File: config.mk
export PLATFORM = sky130hd
export DESIGN_NAME = rule_pattern_encoder
export DESIGN_NICKNAME = d
export VERILOG_FILES = /design/src/rtl/rule_enc_pkg.sv /design/src/rtl/rule_pattern_encoder_table.sv /design/src/rtl/rule_pattern_encoder.sv
export SDC_FILE = /design/constraint.sdc
export NUM_CORES = 1
export LEC_CHECK = 0
export BUFFER_PORTS_ARGS = -buffer_cell sky130_fd_sc_hd__clkbuf_2
export CAP_MARGIN = 15
export CELL_PAD_IN_SITES_DETAIL_PLACEMENT = 1
export CELL_PAD_IN_SITES_GLOBAL_PLACEMENT = 1
export CORE_MARGIN = 4
export CORE_UTILIZATION = 40
export DETAILED_ROUTE_END_ITERATION = 8
export GPL_TIMING_DRIVEN = 0
export HOLD_SLACK_MARGIN = 0.06
export PLACE_DENSITY_LB_ADDON = 0.1
export SLEW_MARGIN = 20
export SYNTH_ARGS = -nofsm -noshare
export SYNTH_HDL_FRONTEND = slang
export SYNTH_HIERARCHICAL = 1
export SYNTH_SLANG_ARGS = --single-unit
File: constraint.sdc
create_clock -name clk -period 2.3 [get_ports clk]
set_input_delay 0.115 -clock clk [delete_from_list [all_inputs] [get_ports clk]]
set_output_delay 0.115 -clock clk [all_outputs]
set_load 0.005 [all_outputs]
File: src/rtl/rule_enc_pkg.sv
// Shared types and default rule table for rule_pattern_encoder.
// The default table contents are only loaded when RULE_ENC_DEFAULT_TABLE_EN is defined.
package rule_enc_pkg;

    typedef enum logic [1:0] {
        ST_IDLE = 2'd0,
        ST_SCAN = 2'd1,
        ST_DONE = 2'd2
    } state_t;

    localparam int unsigned DEF_DEPTH  = 9;
    localparam int unsigned DEF_N_IN   = 4;
    localparam int unsigned DEF_CODE_W = 2;

    localparam logic [3:0] DEF_PATTERN [DEF_DEPTH] = '{
        4'b0000, 4'b0001, 4'b0100,
        4'b1000, 4'b0101, 4'b0010,
        4'b1001, 4'b0110, 4'b1010
    };

    localparam logic [1:0] DEF_CODE [DEF_DEPTH] = '{
        2'd0, 2'd0, 2'd0,
        2'd1, 2'd1, 2'd1,
        2'd2, 2'd2, 2'd2
    };

    // Default pattern for entry i; zero beyond the default table.
    function automatic logic [3:0] def_pattern(input int unsigned i);
        logic [3:0] v;
        v = '0;
        if (i < DEF_DEPTH) v = DEF_PATTERN[4'(i)];
        return v;
    endfunction

    // Default code for entry i; zero beyond the default table.
    function automatic logic [1:0] def_code(input int unsigned i);
        logic [1:0] v;
        v = '0;
        if (i < DEF_DEPTH) v = DEF_CODE[4'(i)];
        return v;
    endfunction

endpackage

File: src/rtl/rule_pattern_encoder_table.sv
// rule_table: DEPTH-entry {valid, pattern, code} store with write, clear and one
// combinational read port. Reset contents selected by RULE_ENC_DEFAULT_TABLE_EN.
module rule_table
    import rule_enc_pkg::*;
#(
    parameter int unsigned N_IN   = 4,
    parameter int unsigned CODE_W = 2,
    parameter int unsigned DEPTH  = 9,
    localparam int unsigned IDX_W = $clog2(DEPTH)
) (
    input  logic              clk,
    input  logic              rst,
    input  logic              i_cfg_we,
    input  logic [IDX_W-1:0]  i_cfg_addr,
    input  logic [N_IN-1:0]   i_cfg_pattern,
    input  logic [CODE_W-1:0] i_cfg_code,
    input  logic              i_cfg_clr,
    input  logic [IDX_W-1:0]  i_rd_idx,
    output logic              o_rd_valid_c,
    output logic [N_IN-1:0]   o_rd_pattern_c,
    output logic [CODE_W-1:0] o_rd_code_c
);

`ifdef RULE_ENC_DEFAULT_TABLE_EN
    // The default table only makes sense for 4-bit patterns and at least 9 entries.
    if (N_IN != DEF_N_IN || CODE_W < DEF_CODE_W || DEPTH < DEF_DEPTH) begin : g_cfg_check
        $error("rule_table: default table needs N_IN=4, CODE_W>=2, DEPTH>=9");
    end
`endif

    logic [DEPTH-1:0]  w_valid;
    logic [N_IN-1:0]   w_pattern [DEPTH];
    logic [CODE_W-1:0] w_code    [DEPTH];

    for (genvar g = 0; g < DEPTH; g++) begin : g_entry
        logic              r_valid;
        logic [N_IN-1:0]   r_pattern;
        logic [CODE_W-1:0] r_code;

        // Entry update: reset load, clear-all wins over a write, writes match only in-range addresses.
        always_ff @(posedge clk) begin
            if (rst) begin
`ifdef RULE_ENC_DEFAULT_TABLE_EN
                r_valid   <= (g < DEF_DEPTH);
                r_pattern <= N_IN'(def_pattern(g));
                r_code    <= CODE_W'(def_code(g));
`else
                r_valid   <= 1'b0;
                r_pattern <= '0;
                r_code    <= '0;
`endif
            end else if (i_cfg_clr) begin
                r_valid <= 1'b0;
            end else if (i_cfg_we && (i_cfg_addr == IDX_W'(g))) begin
                r_valid   <= 1'b1;
                r_pattern <= i_cfg_pattern;
                r_code    <= i_cfg_code;
            end
        end

        assign w_valid[g]   = r_valid;
        assign w_pattern[g] = r_pattern;
        assign w_code[g]    = r_code;
    end

    // Read port sees pre-edge contents, so a same-cycle write is not visible.
    assign o_rd_valid_c   = w_valid[i_rd_idx];
    assign o_rd_pattern_c = w_pattern[i_rd_idx];
    assign o_rd_code_c    = w_code[i_rd_idx];

endmodule

File: src/rtl/rule_pattern_encoder.sv
// rule_pattern_encoder: sequential priority lookup of an activation pattern against
// a rule table, one entry per cycle, lowest matching index wins.
// Optional macro RULE_ENC_DEFAULT_TABLE_EN loads a default table on reset.
module rule_pattern_encoder
    import rule_enc_pkg::*;
#(
    parameter int unsigned N_IN   = 4,
    parameter int unsigned CODE_W = 2,
    parameter int unsigned DEPTH  = 9,
    localparam int unsigned IDX_W = $clog2(DEPTH)
) (
    input  logic              clk,
    input  logic              rst,
    input  logic              in_valid,
    output logic              in_ready,
    input  logic [N_IN-1:0]   in_pattern,
    output logic              out_valid,
    input  logic              out_ready,
    output logic [CODE_W-1:0] out_code,
    output logic              out_hit,
    output logic [IDX_W-1:0]  out_index,
    input  logic              cfg_we,
    input  logic [IDX_W-1:0]  cfg_addr,
    input  logic [N_IN-1:0]   cfg_pattern,
    input  logic [CODE_W-1:0] cfg_code,
    input  logic              cfg_clr
);

    state_t            r_state;
    logic [IDX_W-1:0]  r_idx;
    logic [N_IN-1:0]   r_pat;
    logic              r_in_ready;
    logic              r_out_valid;
    logic [CODE_W-1:0] r_out_code;
    logic              r_out_hit;
    logic [IDX_W-1:0]  r_out_index;

    state_t            w_state_nxt;
    logic [IDX_W-1:0]  w_idx_nxt;
    logic [N_IN-1:0]   w_pat_nxt;
    logic              w_in_ready_nxt;
    logic              w_out_valid_nxt;
    logic [CODE_W-1:0] w_out_code_nxt;
    logic              w_out_hit_nxt;
    logic [IDX_W-1:0]  w_out_index_nxt;

    logic              w_rd_valid;
    logic [N_IN-1:0]   w_rd_pattern;
    logic [CODE_W-1:0] w_rd_code;
    logic              w_match;

    rule_table #(
        .N_IN   (N_IN),
        .CODE_W (CODE_W),
        .DEPTH  (DEPTH)
    ) u_table (
        .clk            (clk),
        .rst            (rst),
        .i_cfg_we       (cfg_we),
        .i_cfg_addr     (cfg_addr),
        .i_cfg_pattern  (cfg_pattern),
        .i_cfg_code     (cfg_code),
        .i_cfg_clr      (cfg_clr),
        .i_rd_idx       (r_idx),
        .o_rd_valid_c   (w_rd_valid),
        .o_rd_pattern_c (w_rd_pattern),
        .o_rd_code_c    (w_rd_code)
    );

    assign w_match = w_rd_valid && (w_rd_pattern == r_pat);

    // State and registered outputs; reset drops any pending lookup.
    always_ff @(posedge clk) begin
        if (rst) begin
            r_state     <= ST_IDLE;
            r_idx       <= '0;
            r_pat       <= '0;
            r_in_ready  <= 1'b1;
            r_out_valid <= 1'b0;
            r_out_code  <= '0;
            r_out_hit   <= 1'b0;
            r_out_index <= '0;
        end else begin
            r_state     <= w_state_nxt;
            r_idx       <= w_idx_nxt;
            r_pat       <= w_pat_nxt;
            r_in_ready  <= w_in_ready_nxt;
            r_out_valid <= w_out_valid_nxt;
            r_out_code  <= w_out_code_nxt;
            r_out_hit   <= w_out_hit_nxt;
            r_out_index <= w_out_index_nxt;
        end
    end

    // Next-state and next-output logic: accept, scan one entry per cycle, hold result.
    always_comb begin
        w_state_nxt     = r_state;
        w_idx_nxt       = r_idx;
        w_pat_nxt       = r_pat;
        w_out_valid_nxt = r_out_valid;
        w_out_code_nxt  = r_out_code;
        w_out_hit_nxt   = r_out_hit;
        w_out_index_nxt = r_out_index;

        case (r_state)
            ST_IDLE: begin
                if (in_valid && r_in_ready) begin
                    w_pat_nxt   = in_pattern;
                    w_idx_nxt   = '0;
                    w_state_nxt = ST_SCAN;
                end
            end
            ST_SCAN: begin
                if (w_match) begin
                    w_state_nxt     = ST_DONE;
                    w_out_valid_nxt = 1'b1;
                    w_out_hit_nxt   = 1'b1;
                    w_out_code_nxt  = w_rd_code;
                    w_out_index_nxt = r_idx;
                end else if (r_idx == IDX_W'(DEPTH - 1)) begin
                    w_state_nxt     = ST_DONE;
                    w_out_valid_nxt = 1'b1;
                    w_out_hit_nxt   = 1'b0;
                    w_out_code_nxt  = '0;
                    w_out_index_nxt = '0;
                end else begin
                    w_idx_nxt = r_idx + IDX_W'(1);
                end
            end
            ST_DONE: begin
                if (out_ready) begin
                    w_state_nxt     = ST_IDLE;
                    w_out_valid_nxt = 1'b0;
                    w_out_hit_nxt   = 1'b0;
                    w_out_code_nxt  = '0;
                    w_out_index_nxt = '0;
                end
            end
            default: begin
                w_state_nxt     = ST_IDLE;
                w_out_valid_nxt = 1'b0;
                w_out_hit_nxt   = 1'b0;
                w_out_code_nxt  = '0;
                w_out_index_nxt = '0;
            end
        endcase

        w_in_ready_nxt = (w_state_nxt == ST_IDLE);
    end

    assign in_ready  = r_in_ready;
    assign out_valid = r_out_valid;
    assign out_code  = r_out_code;
    assign out_hit   = r_out_hit;
    assign out_index = r_out_index;

endmodule
==> summary.md <==
| Metric | Value |
|---|---|
| Critical Path Sink Type | `flop` |
| Starting DRC count in detailed routing | `180` |
| Bufs on Longest Clock Path | `2` |
| Cell area after synthesis | `0.00387 mm^2` |
| Reg2reg setup slack | `-0.03 ns` |
| Number of synthesized flops with an enable pin | `0` |
| Worst setup SP type | `flop` |
| Max-slew violation total from the final report | `0` |
| Starting density of the core | `41.5%` |
| Clock share of power | `40.4%` |
| Fmax | `0.429 GHz` |
| Maximum vdd drop | `0.000316 V` |
| CTS tree | `built` |
| Largest net degree at the start of global routing | `15` |
| Final Setup Violations | `7` |
| P_leak | `1.61 nW` |
| Most common cell in the netlist | `dfxtp_1` |
| Post-synth top cells | `dfxtp_1, a21oi_1, nand3_1, o21ai_0, nor2_1` |
| Worst setup slack after layout | `-0.0325 ns` |
| Total GRT Usage | `23.5%` |
| Power density cells | `667 mW/mm^2` |
| Post-Synthesis Cells | `444` |
| Layout area overhead | `19.6%` |
| Die Wd | `106 um` |
| Final Hold Vio Count | `0` |
| Ys flop type | `dfxtp_1` |
| Multi-input logic area | `0.00212 mm^2` |
| Placed Instances | `592` |
| Core ar. | `0.00933 mm^2` |
| I/O pin count | `29` |
| Yosys reg bits | `82` |
| Total Wirelength | `13.0 mm` |
| Crit path required time | `2.57 ns` |
| Largest cells by area after synthesis | `dfxtp_1, a21oi_1, nand3_1, o21ai_0, mux2_2` |
| Root buf cell | `clkbuf_8` |
| Slowest cell delay on critical path | `0.39 ns` |
| Pre-CTS WS | `-0.675 ns` |
| DP HPWL | `8.65 mm` |
| Via count | `3598` |
| Worst-path clk slew | `0.09 ns` |
| Crit path time final | `2.33 ns` |
| # nets final | `510` |
| Post-synth top area share | `42.4%` |
| Comb pwr share | `12.5%` |
| Std-Cell Rows | `35` |
| # DRC | `0` |
| Crit Path Max Fanout | `10` |
| Worst EP arrival | `2.60 ns` |
| Asr flop ratio synth | `0%` |
| Die Y | `106 um` |
| Vias in the first global route | `3694` |
| Post-synth cell types | `49` |
| Worst path cell trace | `buf_4 > mux2_2 > o22ai_1 > o31ai_2 > xnor2_1 > and3_4 > a31oi_4 > o32ai_2` |
| Post-synth top area cell | `dfxtp_1` |
| Clock sinks | `82` |
| Failing checks | `setup timing` |
| Switching Share | `27.0%` |
| # port buffers | `19` |
| Sequential area share after synthesis | `42.4%` |
| Vias per inst | `5.78` |
| Global route total overflow | `0` |
| Layout cells sized above 1 | `22.9%` |
| Fin cells | `622` |
| H-tree depth | `3` |
| Clk_lat worst skew | `0.36 ns` |
| Initial antenna violation count | `0` |
| Crit Path Class | `flop to flop` |
| Router iterations before antenna repair | `4` |
| Gpl congestion | `0.840` |
| Fillcell total | `1119` |
| Max Cap Violations | `0` |
| First-pass GRT wire length | `20.7 mm` |
| Clock Skews | `0.0103 ns` |
| Utilization after layout | `49.7%` |
| Mean area per synthesized cell | `8.73 um^2` |
| Slew headroom | `50.2%` |
| Mapped Nets | `466` |
| Pint | `0.00226 W` |
| Wire per inst | `20.9 um` |
| Cells on worst reg2reg path | `8` |
| CP max stage cell | `dfxtp_4` |
| Number of CTS-inserted buffers | `9` |
| Ys Warns | `6` |
| ANT nets after route | `0` |
| Status | `complete, but fails checks` |
| N_diodes | `0` |
| Sequential cell area | `0.00165 mm^2` |
| Net load switching power | `0.000835 W` |
| RSZ-0062 raised after global routing | `yes` |
| Reg power frac | `47.1%` |
| Worst slew pin tran | `0.745 ns` |
| Hold Path Depth | `3` |
| Final Cycle Share | `101%` |
| Die ar. | `0.0113 mm^2` |
| Min-Delay Path Class | `input pin to flop` |
-- critical path, delay by kind of cell, from the launching register on --
family,cells,cell delay (ns)
compound gates,4,0.69
xor+xnor,1,0.27
buf+inv,1,0.21
flops,1,0.39
mux,1,0.35
simple gates,1,0.32
-- cell type report --
cell class,instances,area share (%)
well taps,129,3.48
clock inverters,5,1.86
clock buffers,11,3.27
repair buffers,35,5.02
plain buffers,41,4.94
inverters,3,0.243
flip-flops and latches,82,35.5
multi-input cells,316,45.7
-- stage by stage --
stage | hold WS [ns] | power, W | TNS (ns) | instance area, um^2
CTS | 0.0905 | 0.00309 | 0 | 4550
floorplan | 0.253 | 0.00170 | 0 | 3880
detailed placement | 0.367 | 0.00181 | -6.76 | 4140
finish | 0.126 | 0.00309 | -0.171 | 4630
global placement | 0.355 | 0.00181 | -6.74 | 4140
global route | 0.143 | 0.00321 | -1.06 | 4630
-- power groups by stage --
stage | clock network, W | logic, W | registers (W)
6_report | 0.00125 | 0.000386 | 0.00146
3_3_place_gp | 0 | 0.000314 | 0.00149
4_1_cts | 0.00128 | 0.000356 | 0.00146
5_1_grt | 0.00134 | 0.000413 | 0.00146
2_1_floorplan | 0 | 0.000215 | 0.00149
3_5_place_dp | 0 | 0.000318 | 0.00149
-- placed cells by master (no fill, tap or decap), types with 3 or more instances in the layout --
master	count
dfxtp_1	81
a21oi_1	70
nand3_1	56
o21ai_0	36
o21ai_1	21
clkbuf_2	19
nor2_1	18
clkbuf_1	18
mux2_2	14
buf_4	13
buf_2	11
nand2_1	11
clkbuf_8	11
o22ai_1	8
mux4_2	7
mux2i_1	6
nand2b_1	6
a22o_1	6
buf_6	5
buf_1	4
xnor2_1	4
dlygate4sd3_1	4
nor2_2	4
o31ai_1	4
inv_1	3
clkinv_4	3
o31ai_2	3
nor2b_1	3
-- repair_timing --
item,4_1_cts,5_1_grt
hold buffers,4,0
pin swaps,2,9
endpoints found under the setup margin,14,12
gates resized for setup,26,12
buffers inserted,8,4
endpoints found under the hold margin,4,0
gates cloned,0,0
-- sequential cells by signal, indices dropped and copies added, names as in the netlist --
register	flops
in_ready	1
out_code	2
out_hit	1
out_index	4
out_valid	1
r_idx	4
r_pat	4
r_state	2
u_table/g_entry.r_code	18
u_table/g_entry.r_pattern	36
u_table/g_entry.r_valid	9
-- worst paths after layout --
path	startpoint	endpoint
max	r_idx[0]$_SDFFE_PP0P_	r_idx[1]$_SDFFE_PP0P_
min	out_ready	r_state[1]$_SDFF_PP0_
min reg2reg	u_table/g_entry[4].r_valid$_SDFFE_PP0P_	u_table/g_entry[4].r_valid$_SDFFE_PP0P_
max reg2reg	r_idx[0]$_SDFFE_PP0P_	r_idx[1]$_SDFFE_PP0P_
-- routing by layer --
layer / track usage, % / share of wire, %
met5: 0 / 0
met4: 8.13 / 2.3
met3: 4.01 / 4.2
met2: 37.7 / 47
met1: 32.1 / 47
-- kinds of logic after synthesis --
family,after synthesis,synth area share (%)
AO/OA/AOI/OAI,160,23.3
AND/OR/NAND/NOR,123,17.5
flip-flops,82,42.4
buffers and inverters,46,5.62
multiplexers,27,9.69
XOR/XNOR,4,0.904
adder cells (fa/ha/maj),2,0.646
(Power assumes the default switching activity.)
